--- config.mk ---
export PLATFORM = sky130hd
export DESIGN_NAME = dec_stage_pipe
export DESIGN_NICKNAME = d
export VERILOG_FILES = /design/src/rtl/dec_stage_pipe_pkg.sv /design/src/rtl/dec_stage_pipe_decoder.sv /design/src/rtl/dec_stage_pipe_regfile.sv /design/src/rtl/dec_stage_pipe.sv
export SDC_FILE = /design/constraint.sdc
export NUM_CORES = 2
export LEC_CHECK = 0
export BUFFER_PORTS_ARGS = -buffer_cell sky130_fd_sc_hd__buf_2
export CORE_ASPECT_RATIO = 1.2
export CORE_MARGIN = 1.5
export CORE_UTILIZATION = 30
export DETAILED_ROUTE_END_ITERATION = 8
export GPL_ROUTABILITY_DRIVEN = 0
export SLEW_MARGIN = 0
export SYNTH_ARGS = -nofsm -noshare
export SYNTH_HDL_FRONTEND = slang
export SYNTH_SLANG_ARGS = --single-unit
--- constraint.sdc ---
create_clock -name Clock -period 2.1 [get_ports Clock]
set_input_delay 0.42 -clock Clock [delete_from_list [all_inputs] [get_ports Clock]]
set_output_delay 0.42 -clock Clock [all_outputs]
set_load 0.01 [all_outputs]
--- src/rtl/dec_stage_pipe_pkg.sv ---
// Shared decode types: control bundle, opcode and RegDst encodings, operand-use helper.
// Latency: n/a (types and pure functions only).
// Backpressure: n/a.
package dec_pkg;

    typedef struct packed {
        logic       Branch;
        logic       Jump;
        logic       MemRead;
        logic       MemtoReg;
        logic [2:0] ALUOp;
        logic       MULOp;
        logic       MemWrite;
        logic       ALUSrc;
        logic       BRASrc;
        logic       RegWrite;
    } dec_ctrl_t;

    localparam logic [5:0] OP_RTYPE = 6'h00;
    localparam logic [5:0] OP_J     = 6'h02;
    localparam logic [5:0] OP_JAL   = 6'h03;
    localparam logic [5:0] OP_BEQ   = 6'h04;
    localparam logic [5:0] OP_BNE   = 6'h05;
    localparam logic [5:0] OP_ADDI  = 6'h08;
    localparam logic [5:0] OP_ADDIU = 6'h09;
    localparam logic [5:0] OP_SLTI  = 6'h0A;
    localparam logic [5:0] OP_SLTIU = 6'h0B;
    localparam logic [5:0] OP_ANDI  = 6'h0C;
    localparam logic [5:0] OP_ORI   = 6'h0D;
    localparam logic [5:0] OP_XORI  = 6'h0E;
    localparam logic [5:0] OP_LUI   = 6'h0F;

    // Destination select: 00 = rt, 01 = rd, 1x = link register
    localparam logic [1:0] RD_RT   = 2'b00;
    localparam logic [1:0] RD_RD   = 2'b01;
    localparam logic [1:0] RD_LINK = 2'b10;

    localparam logic [2:0] ALU_ADD   = 3'd0;
    localparam logic [2:0] ALU_SUB   = 3'd1;
    localparam logic [2:0] ALU_RTYPE = 3'd2;
    localparam logic [2:0] ALU_SLT   = 3'd3;
    localparam logic [2:0] ALU_AND   = 3'd4;
    localparam logic [2:0] ALU_OR    = 3'd5;
    localparam logic [2:0] ALU_XOR   = 3'd6;
    localparam logic [2:0] ALU_LUI   = 3'd7;

    // Rt is a real source only for R-type, compare-branches and stores
    function automatic logic uses_rt(input logic [5:0] opcode, input dec_ctrl_t ctrl);
        return (opcode == OP_RTYPE) || (opcode == OP_BEQ) || (opcode == OP_BNE) || ctrl.MemWrite;
    endfunction

endpackage

--- src/rtl/dec_stage_pipe_decoder.sv ---
// Combinational MIPS instruction decoder: control bundle, immediate, register fields.
// Latency: 0 cycles (pure combinational).
// Backpressure: none; output follows the instruction word.
module dec_decoder
    import dec_pkg::*;
#(
    parameter int DATA_W = 32
) (
    input  logic [31:0]       instr,
    output dec_ctrl_t         ctrl,
    output logic [1:0]        reg_dst,
    output logic [DATA_W-1:0] imm,
    output logic [5:0]        alu_func,
    output logic [2:0]        mem_func,
    output logic [4:0]        shamt,
    output logic [4:0]        rs,
    output logic [4:0]        rt,
    output logic [4:0]        rd
);

    logic [5:0] opcode;

    assign opcode   = instr[31:26];
    assign rs       = instr[25:21];
    assign rt       = instr[20:16];
    assign rd       = instr[15:11];
    assign shamt    = instr[10:6];
    assign alu_func = instr[5:0];

    // Opcode table; loads are 0x20-0x27, stores 0x28-0x2F, memfunc is the low opcode bits
    always_comb begin
        ctrl     = '0;
        reg_dst  = RD_RT;
        imm      = DATA_W'($signed(instr[15:0]));
        mem_func = 3'd0;
        case (opcode)
            OP_RTYPE: begin
                ctrl.RegWrite = 1'b1;
                ctrl.ALUOp    = ALU_RTYPE;
                ctrl.MULOp    = (instr[5:2] == 4'b0110);
                reg_dst       = RD_RD;
            end
            OP_J: begin
                ctrl.Jump = 1'b1;
                imm       = DATA_W'(instr[25:0]);
            end
            OP_JAL: begin
                ctrl.Jump     = 1'b1;
                ctrl.RegWrite = 1'b1;
                reg_dst       = RD_LINK;
                imm           = DATA_W'(instr[25:0]);
            end
            OP_BEQ, OP_BNE: begin
                ctrl.Branch = 1'b1;
                ctrl.ALUOp  = ALU_SUB;
                ctrl.BRASrc = (opcode == OP_BNE);
            end
            OP_ADDI, OP_ADDIU, OP_SLTI, OP_SLTIU: begin
                ctrl.ALUSrc   = 1'b1;
                ctrl.RegWrite = 1'b1;
                ctrl.ALUOp    = opcode[1] ? ALU_SLT : ALU_ADD;
            end
            OP_ANDI, OP_ORI, OP_XORI: begin
                ctrl.ALUSrc   = 1'b1;
                ctrl.RegWrite = 1'b1;
                ctrl.ALUOp    = (opcode == OP_ANDI) ? ALU_AND : (opcode == OP_ORI) ? ALU_OR : ALU_XOR;
                imm           = DATA_W'(instr[15:0]);
            end
            OP_LUI: begin
                ctrl.ALUSrc   = 1'b1;
                ctrl.RegWrite = 1'b1;
                ctrl.ALUOp    = ALU_LUI;
                imm           = DATA_W'($signed({instr[15:0], 16'h0000}));
            end
            default: begin
                if (opcode[5:3] == 3'b100) begin
                    ctrl.MemRead  = 1'b1;
                    ctrl.MemtoReg = 1'b1;
                    ctrl.RegWrite = 1'b1;
                    ctrl.ALUSrc   = 1'b1;
                    ctrl.ALUOp    = ALU_ADD;
                    mem_func      = opcode[2:0];
                end else if (opcode[5:3] == 3'b101) begin
                    ctrl.MemWrite = 1'b1;
                    ctrl.ALUSrc   = 1'b1;
                    ctrl.ALUOp    = ALU_ADD;
                    mem_func      = opcode[2:0];
                end
            end
        endcase
    end

endmodule

--- src/rtl/dec_stage_pipe_regfile.sv ---
// Register file with hardwired zero register and same-cycle write-to-read bypass.
// Latency: reads 0 cycles, writes visible to reads in the same cycle via bypass.
// Backpressure: none; writes are always accepted.
module regfile_bypass #(
    parameter  int DATA_W = 32,
    parameter  int NREGS  = 32,
    localparam int ADDR_W = $clog2(NREGS)
) (
    input  logic              core_clk,
    input  logic              arst_n,
    input  logic [ADDR_W-1:0] rd0_addr,
    output logic [DATA_W-1:0] rd0_dat,
    input  logic [ADDR_W-1:0] rd1_addr,
    output logic [DATA_W-1:0] rd1_dat,
    input  logic              wr_vld,
    input  logic [ADDR_W-1:0] wr_addr,
    input  logic [DATA_W-1:0] wr_dat
);

    logic [DATA_W-1:0] regs [NREGS];
    logic              wr_en;

    assign wr_en = wr_vld && (wr_addr != '0);

    // Storage; register 0 is never written so it stays at its reset value of zero
    always_ff @(posedge core_clk or negedge arst_n) begin
        if (!arst_n) begin
            for (int i = 0; i < NREGS; i++) regs[i] <= '0;
        end else if (wr_en) begin
            regs[wr_addr] <= wr_dat;
        end
    end

    // Read ports: zero register first, then bypass from the writeback in flight
    always_comb begin
        rd0_dat = regs[rd0_addr];
        rd1_dat = regs[rd1_addr];
        if (rd0_addr == '0)                     rd0_dat = '0;
        else if (wr_en && wr_addr == rd0_addr)  rd0_dat = wr_dat;
        if (rd1_addr == '0)                     rd1_dat = '0;
        else if (wr_en && wr_addr == rd1_addr)  rd1_dat = wr_dat;
    end

endmodule

--- src/rtl/dec_stage_pipe.sv ---
// Decode stage: decoder + bypassed regfile + ID/EX register with stall/flush handling.
// Latency: 1 cycle from accepted fetch input to ID/EX outputs.
// Backpressure: ExStall holds ID/EX; InStall (comb) holds fetch on ExStall or load-use.
module dec_stage_pipe
    import dec_pkg::*;
#(
    parameter  int DATA_W   = 32,
    parameter  int NREGS    = 32,
    parameter  int LINK_REG = NREGS - 1,
    localparam int ADDR_W   = $clog2(NREGS)
) (
    input  logic              Clock,
    input  logic              nReset,
    input  logic [31:0]       Instruction,
    input  logic [31:0]       InstrAddrIn,
    input  logic              InValid,
    output logic              InStall,
    input  logic              ExStall,
    input  logic              Flush,
    input  logic              RegWriteIn,
    input  logic [ADDR_W-1:0] RegAddr,
    input  logic [DATA_W-1:0] RData,
    output logic              OutValid,
    output dec_ctrl_t         Ctrl,
    output logic [5:0]        ALUfunc,
    output logic [2:0]        Memfunc,
    output logic [4:0]        Shamt,
    output logic [DATA_W-1:0] ImmData,
    output logic [DATA_W-1:0] RsData,
    output logic [DATA_W-1:0] RtData,
    output logic [ADDR_W-1:0] RsAddr,
    output logic [ADDR_W-1:0] RtAddr,
    output logic [ADDR_W-1:0] RAddrOut,
    output logic [31:0]       InstrAddrOut
);

    typedef struct packed {
        logic              valid;
        dec_ctrl_t         ctrl;
        logic [5:0]        alu_func;
        logic [2:0]        mem_func;
        logic [4:0]        shamt;
        logic [DATA_W-1:0] imm;
        logic [DATA_W-1:0] rs_dat;
        logic [DATA_W-1:0] rt_dat;
        logic [ADDR_W-1:0] rs_addr;
        logic [ADDR_W-1:0] rt_addr;
        logic [ADDR_W-1:0] rd_addr;
        logic [31:0]       pc;
    } idex_t;

    dec_ctrl_t         dec_ctrl;
    logic [1:0]        dec_reg_dst;
    logic [DATA_W-1:0] dec_imm;
    logic [5:0]        dec_alu_func;
    logic [2:0]        dec_mem_func;
    logic [4:0]        dec_shamt;
    logic [4:0]        dec_rs;
    logic [4:0]        dec_rt;
    logic [4:0]        dec_rd;
    logic [ADDR_W-1:0] rs_addr;
    logic [ADDR_W-1:0] rt_addr;
    logic [ADDR_W-1:0] dst_addr;
    logic [DATA_W-1:0] rs_dat;
    logic [DATA_W-1:0] rt_dat;
    logic              load_use;
    idex_t             dec_word;
    idex_t             idex_d;
    idex_t             idex_q;

    dec_decoder #(.DATA_W(DATA_W)) u_dec (
        .instr    (Instruction),
        .ctrl     (dec_ctrl),
        .reg_dst  (dec_reg_dst),
        .imm      (dec_imm),
        .alu_func (dec_alu_func),
        .mem_func (dec_mem_func),
        .shamt    (dec_shamt),
        .rs       (dec_rs),
        .rt       (dec_rt),
        .rd       (dec_rd)
    );

    // Instruction fields are 5 bits; fit them to the configured register count
    assign rs_addr = ADDR_W'(dec_rs);
    assign rt_addr = ADDR_W'(dec_rt);

    regfile_bypass #(.DATA_W(DATA_W), .NREGS(NREGS)) u_rf (
        .core_clk (Clock),
        .arst_n   (nReset),
        .rd0_addr (rs_addr),
        .rd0_dat  (rs_dat),
        .rd1_addr (rt_addr),
        .rd1_dat  (rt_dat),
        .wr_vld   (RegWriteIn),
        .wr_addr  (RegAddr),
        .wr_dat   (RData)
    );

    // Destination register select
    always_comb begin
        case (dec_reg_dst)
            RD_RT:   dst_addr = rt_addr;
            RD_RD:   dst_addr = ADDR_W'(dec_rd);
            default: dst_addr = ADDR_W'(LINK_REG);
        endcase
    end

    // A load in ID/EX whose result is a source of the incoming instruction cannot be forwarded in time
    assign load_use = InValid && idex_q.valid && idex_q.ctrl.MemRead && (idex_q.rd_addr != '0)
                      && ((idex_q.rd_addr == rs_addr)
                          || (uses_rt(Instruction[31:26], dec_ctrl) && (idex_q.rd_addr == rt_addr)));

    // Flush discards the fetch word, so it never asks fetch to hold
    assign InStall = nReset && !Flush && (ExStall || load_use);

    // Assemble the decoded ID/EX word for the current fetch input
    always_comb begin
        dec_word          = '0;
        dec_word.valid    = 1'b1;
        dec_word.ctrl     = dec_ctrl;
        dec_word.alu_func = dec_alu_func;
        dec_word.mem_func = dec_mem_func;
        dec_word.shamt    = dec_shamt;
        dec_word.imm      = dec_imm;
        dec_word.rs_dat   = rs_dat;
        dec_word.rt_dat   = rt_dat;
        dec_word.rs_addr  = rs_addr;
        dec_word.rt_addr  = rt_addr;
        dec_word.rd_addr  = dst_addr;
        dec_word.pc       = InstrAddrIn;
    end

    // Next ID/EX: flush > execute stall (hold) > load-use bubble > load or bubble
    always_comb begin
        idex_d = '0;
        if (!Flush) begin
            if (ExStall)                    idex_d = idex_q;
            else if (!load_use && InValid)  idex_d = dec_word;
        end
    end

    // ID/EX pipeline register
    always_ff @(posedge Clock or negedge nReset) begin
        if (!nReset) idex_q <= '0;
        else         idex_q <= idex_d;
    end

    assign OutValid     = idex_q.valid;
    assign Ctrl         = idex_q.ctrl;
    assign ALUfunc      = idex_q.alu_func;
    assign Memfunc      = idex_q.mem_func;
    assign Shamt        = idex_q.shamt;
    assign ImmData      = idex_q.imm;
    assign RsData       = idex_q.rs_dat;
    assign RtData       = idex_q.rt_dat;
    assign RsAddr       = idex_q.rs_addr;
    assign RtAddr       = idex_q.rt_addr;
    assign RAddrOut     = idex_q.rd_addr;
    assign InstrAddrOut = idex_q.pc;

endmodule

==> summary.md <==
| Metric | Value |
|---|---|
| Port-buffer cells | `277` |
| Syn Inst Count | `4392` |
| Measured slew at the worst slew-check pin | `1.289 ns` |
| Fmax | `335.1 MHz` |
| Number of synthesized flops with an enable pin | `0` |
| Main synth FF type | `dfrtp_1` |
| First-pass GRT wire length | `335000 µm` |
| Antenna Violating Nets Remaining | `0` |
| CTS buffer count | `139` |
| HPWL Detailed | `151300 µm` |
| Initial Util | `30.26%` |
| Largest net degree at the start of global routing | `153` |
| Worst skew pair latency | `0.82 ns` |
| Crit path kind | `register to output port` |
| CTS clock-pin slew for the worst setup and hold paths | `0.06 ns` |
| TritonCTS clock tree | `yes` |
| Minimum clock period | `2.984 ns` |
| Worst setup SP type | `register` |
| Slew Viols, Final | `0` |
| Req. time, crit path | `1.68 ns` |
| CP Capture Type | `output port` |
| Share of the synthesized area in the top cell type | `49.06%` |
| Synthesized net count | `4499` |
| Die Width | `414.1 µm` |
| DIE AREA | `0.2056 mm²` |
| Fillers | `18870` |
| Reg power frac | `44.1%` |
| Worst slew margin | `13.89%` |
| Setup Skew | `0.03730 ns` |
| Final non-filler cell total | `7712` |
| Sw power | `19.10 mW` |
| Synth Register Bits | `1193` |
| GRT Total Usage | `22.28%` |
| Syn. warnings | `0` |
| Number of global-route vias before repair | `45540` |
| R2R Setup Slk | `-0.54 ns` |
| Count of different cell masters after synthesis | `53` |
| Clk network pwr share | `37.4%` |
| Total wire length | `234000 µm` |
| Fin Setup TNS | `-50.12 ns` |
| Mapped cell area | `0.06085 mm²` |
| Clock sinks | `1193` |
| Max Cap Viol | `0` |
| CP max FO | `4` |
| Clk Tree Root Cell | `clkbuf_16` |
| Dpl cells | `7363` |
| Core box area | `0.2011 mm²` |
| Total power | `68.10 mW` |
| Area grow syn2layout | `25.77%` |
| Fin worst setup slack | `-0.8844 ns` |
| Max IR drop VDD | `0.6244 mV` |
| # setup viols final | `168` |
| Internal power | `49.00 mW` |
| Die Y | `496.4 µm` |
| Max Root-Sink Buffers | `3` |
| Seq/Total Area, Yosys | `49.06%` |
| Post-synth ARST share | `100.0%` |
| Pwr dens | `889.8 mW/mm²` |
| I/O Pins | `278` |
| Per-cell routed wire length | `30.34 µm` |
| Row cnt | `180` |
| Violated checks | `negative setup slack` |
| LEAKAGE | `34.52 nW` |
| Sw frac | `28.05%` |
| Hold Worst Slack | `0.05643 ns` |
| Fin crit share | `142.1%` |
| DRC viols | `0` |
| Initial antenna violation count | `16` |
| Avg Cell Area, Syn | `13.86 µm²` |
| Pre-CTS setup slack | `-0.6851 ns` |
| Hold crit path type | `input port to register` |
| Number of vias per cell | `5.787` |
| Final hold violations | `0` |
| Comb power frac | `18.4%` |
| Total congestion overflow | `0` |
| H-tree Lvls | `4` |
| Post-layout nets | `5059` |
| Status | `finished, violations left` |
| Critical Path AT | `2.56 ns` |
| Layout cells sized above 1 | `48.72%` |
| Yosys top cell by area | `dfrtp_1` |
| Detailed Route Iter0 Violations | `4675` |
| Pre-antenna DRT Iters | `7` |
| Top post-synthesis cells by area | `dfrtp_1 (49%), mux2_2 (17%), mux4_2 (12%)` |
| Unrepaired setup endpoints after global routing | `true` |
| Vias after detailed routing | `44630` |
## flip-flops by register name, indices dropped and copies added (netlist names)
name,count
u_rf.regs,1024
ImmData,32
InstrAddrOut,32
RsData,32
RtData,32
Ctrl,11
ALUfunc,6
RAddrOut,5
RsAddr,5
RtAddr,5
Shamt,5
Memfunc,3
OutValid,1
## synth_stat cells (2+ instances only)
cell / count
o22ai_1: 31
and3_1: 26
a211oi_1: 25
a22o_1: 88
nand2b_1: 4
nor2b_1: 15
mux4_2: 322
a2111oi_2: 4
buf_1: 43
nand2_1: 144
nor3b_1: 3
o221ai_1: 32
nor2_1: 29
mux2i_1: 388
buf_4: 4
xor2_1: 16
a21o_1: 7
a21boi_0: 2
buf_2: 129
xnor2_1: 4
inv_1: 5
a22oi_1: 212
o21ai_0: 22
nor4_1: 4
a32o_1: 7
a221o_1: 63
nor3_1: 8
a21oi_1: 87
clkbuf_1: 303
nand3_1: 77
nand3b_1: 2
nand4_1: 39
mux2_2: 943
mux2_1: 49
and2_1: 44
dfrtp_1: 1193
a2111oi_1: 2
## final timing paths
path,from,end,cells after the start
worst min-delay path,Instruction[29],Ctrl[3],3
worst max-delay path,RAddrOut[0],InStall,9
worst min register to register,u_rf.regs[1014],u_rf.regs[1014],0
min in group asynchronous,nReset,u_rf.regs[488],3
max in group asynchronous,nReset,u_rf.regs[339],5
worst max register to register,RAddrOut[0],RtData[5],14
## final cells by class
type | instances | area (µm²) | area share (%)
clock inverters | 54 | 784.5 | 1.025
multi-input cells | 2713 | 29610 | 38.69
well taps | 2639 | 3302 | 4.314
flip-flops and latches | 1193 | 29860 | 39.01
diodes | 9 | 22.52 | 0.02943
clock buffers | 199 | 4045 | 5.286
repair buffers | 900 | 8895 | 11.62
inverters | 5 | 18.77 | 0.02452
## placed cells by master, fill, tap and decap left out, drive strengths merged, types with 5 or more instances in the layout
| master | count |
|---|---|
| a2111oi | 6 |
| a211oi | 25 |
| a21o | 7 |
| a21oi | 88 |
| a221o | 63 |
| a22o | 88 |
| a22oi | 212 |
| a32o | 7 |
| and2 | 45 |
| and3 | 26 |
| buf | 839 |
| bufinv | 11 |
| clkbuf | 206 |
| clkinv | 35 |
| clkinvlp | 5 |
| dfrtp | 1193 |
| diode | 9 |
| dlygate4sd3 | 54 |
| inv | 8 |
| mux2 | 992 |
| mux2i | 388 |
| mux4 | 322 |
| nand2 | 144 |
| nand3 | 77 |
| nand4 | 39 |
| nor2 | 29 |
| nor2b | 15 |
| nor3 | 8 |
| o21ai | 22 |
| o221ai | 32 |
| o22ai | 31 |
| xor2 | 16 |
## critical path, cell delays in order (launching register included)
cell and delay (ns):
dfrtp_2 0.43, buf_6 0.14, buf_6 0.11, xor2_1 0.14, nor2_1 0.16, nand3_2 0.12
buf_4 0.15, a311oi_2 0.24, buf_4 0.18, buf_6 0.10
## power by group through the flow
stage / logic, mW / registers (mW) / clock network (mW)
final: 12.6 / 30.1 / 25.5
after floorplan: 8.57 / 29.1 / 0
after global placement: 11.9 / 30.1 / 0
after global routing: 13.4 / 30.5 / 26.9
after CTS: 12.4 / 29.9 / 25.9
after detailed placement: 12.2 / 30.3 / 0
## repair_timing
item                                    CTS  global route
resized for setup                        39            85
pin swaps                                 8            18
hold buffers                             55             0
buffers inserted                         13            13
gates cloned                              3             9
endpoints found under the setup margin  124           171
hold endpoints to repair                622             0
## logic make-up after synthesis
kind of cell              after synthesis  share of synthesized area [%]
xor gates and xnor gates               20                         0.2878
AOI/OAI and AO/OA                     588                          7.367
DFF                                  1193                          49.06
muxes                                1702                          36.66
buffers and inverters                 487                          3.351
and+or+nand+nor                       402                          3.277
## per-layer routing
layer / wire [µm] / GRT usage, % / vias up
li1: - / - / 18000
met1: 95060 / 28.63 / 23820
met2: 107700 / 35.21 / 2162
met3: 18900 / 5.510 / 621
met4: 12190 / 10.73 / 20
met5: 118 / 0 / -
## through the flow
step | instance area, µm² | utilization (%)
finish | 76530 | 38.05
CTS | 75910 | 37.74
detailed placement | 70220 | 34.92
global route | 76520 | 38.05
global placement | 70220 | 34.92
floorplan | 61270 | -
Note: power is estimated with default switching activity, not from simulation.
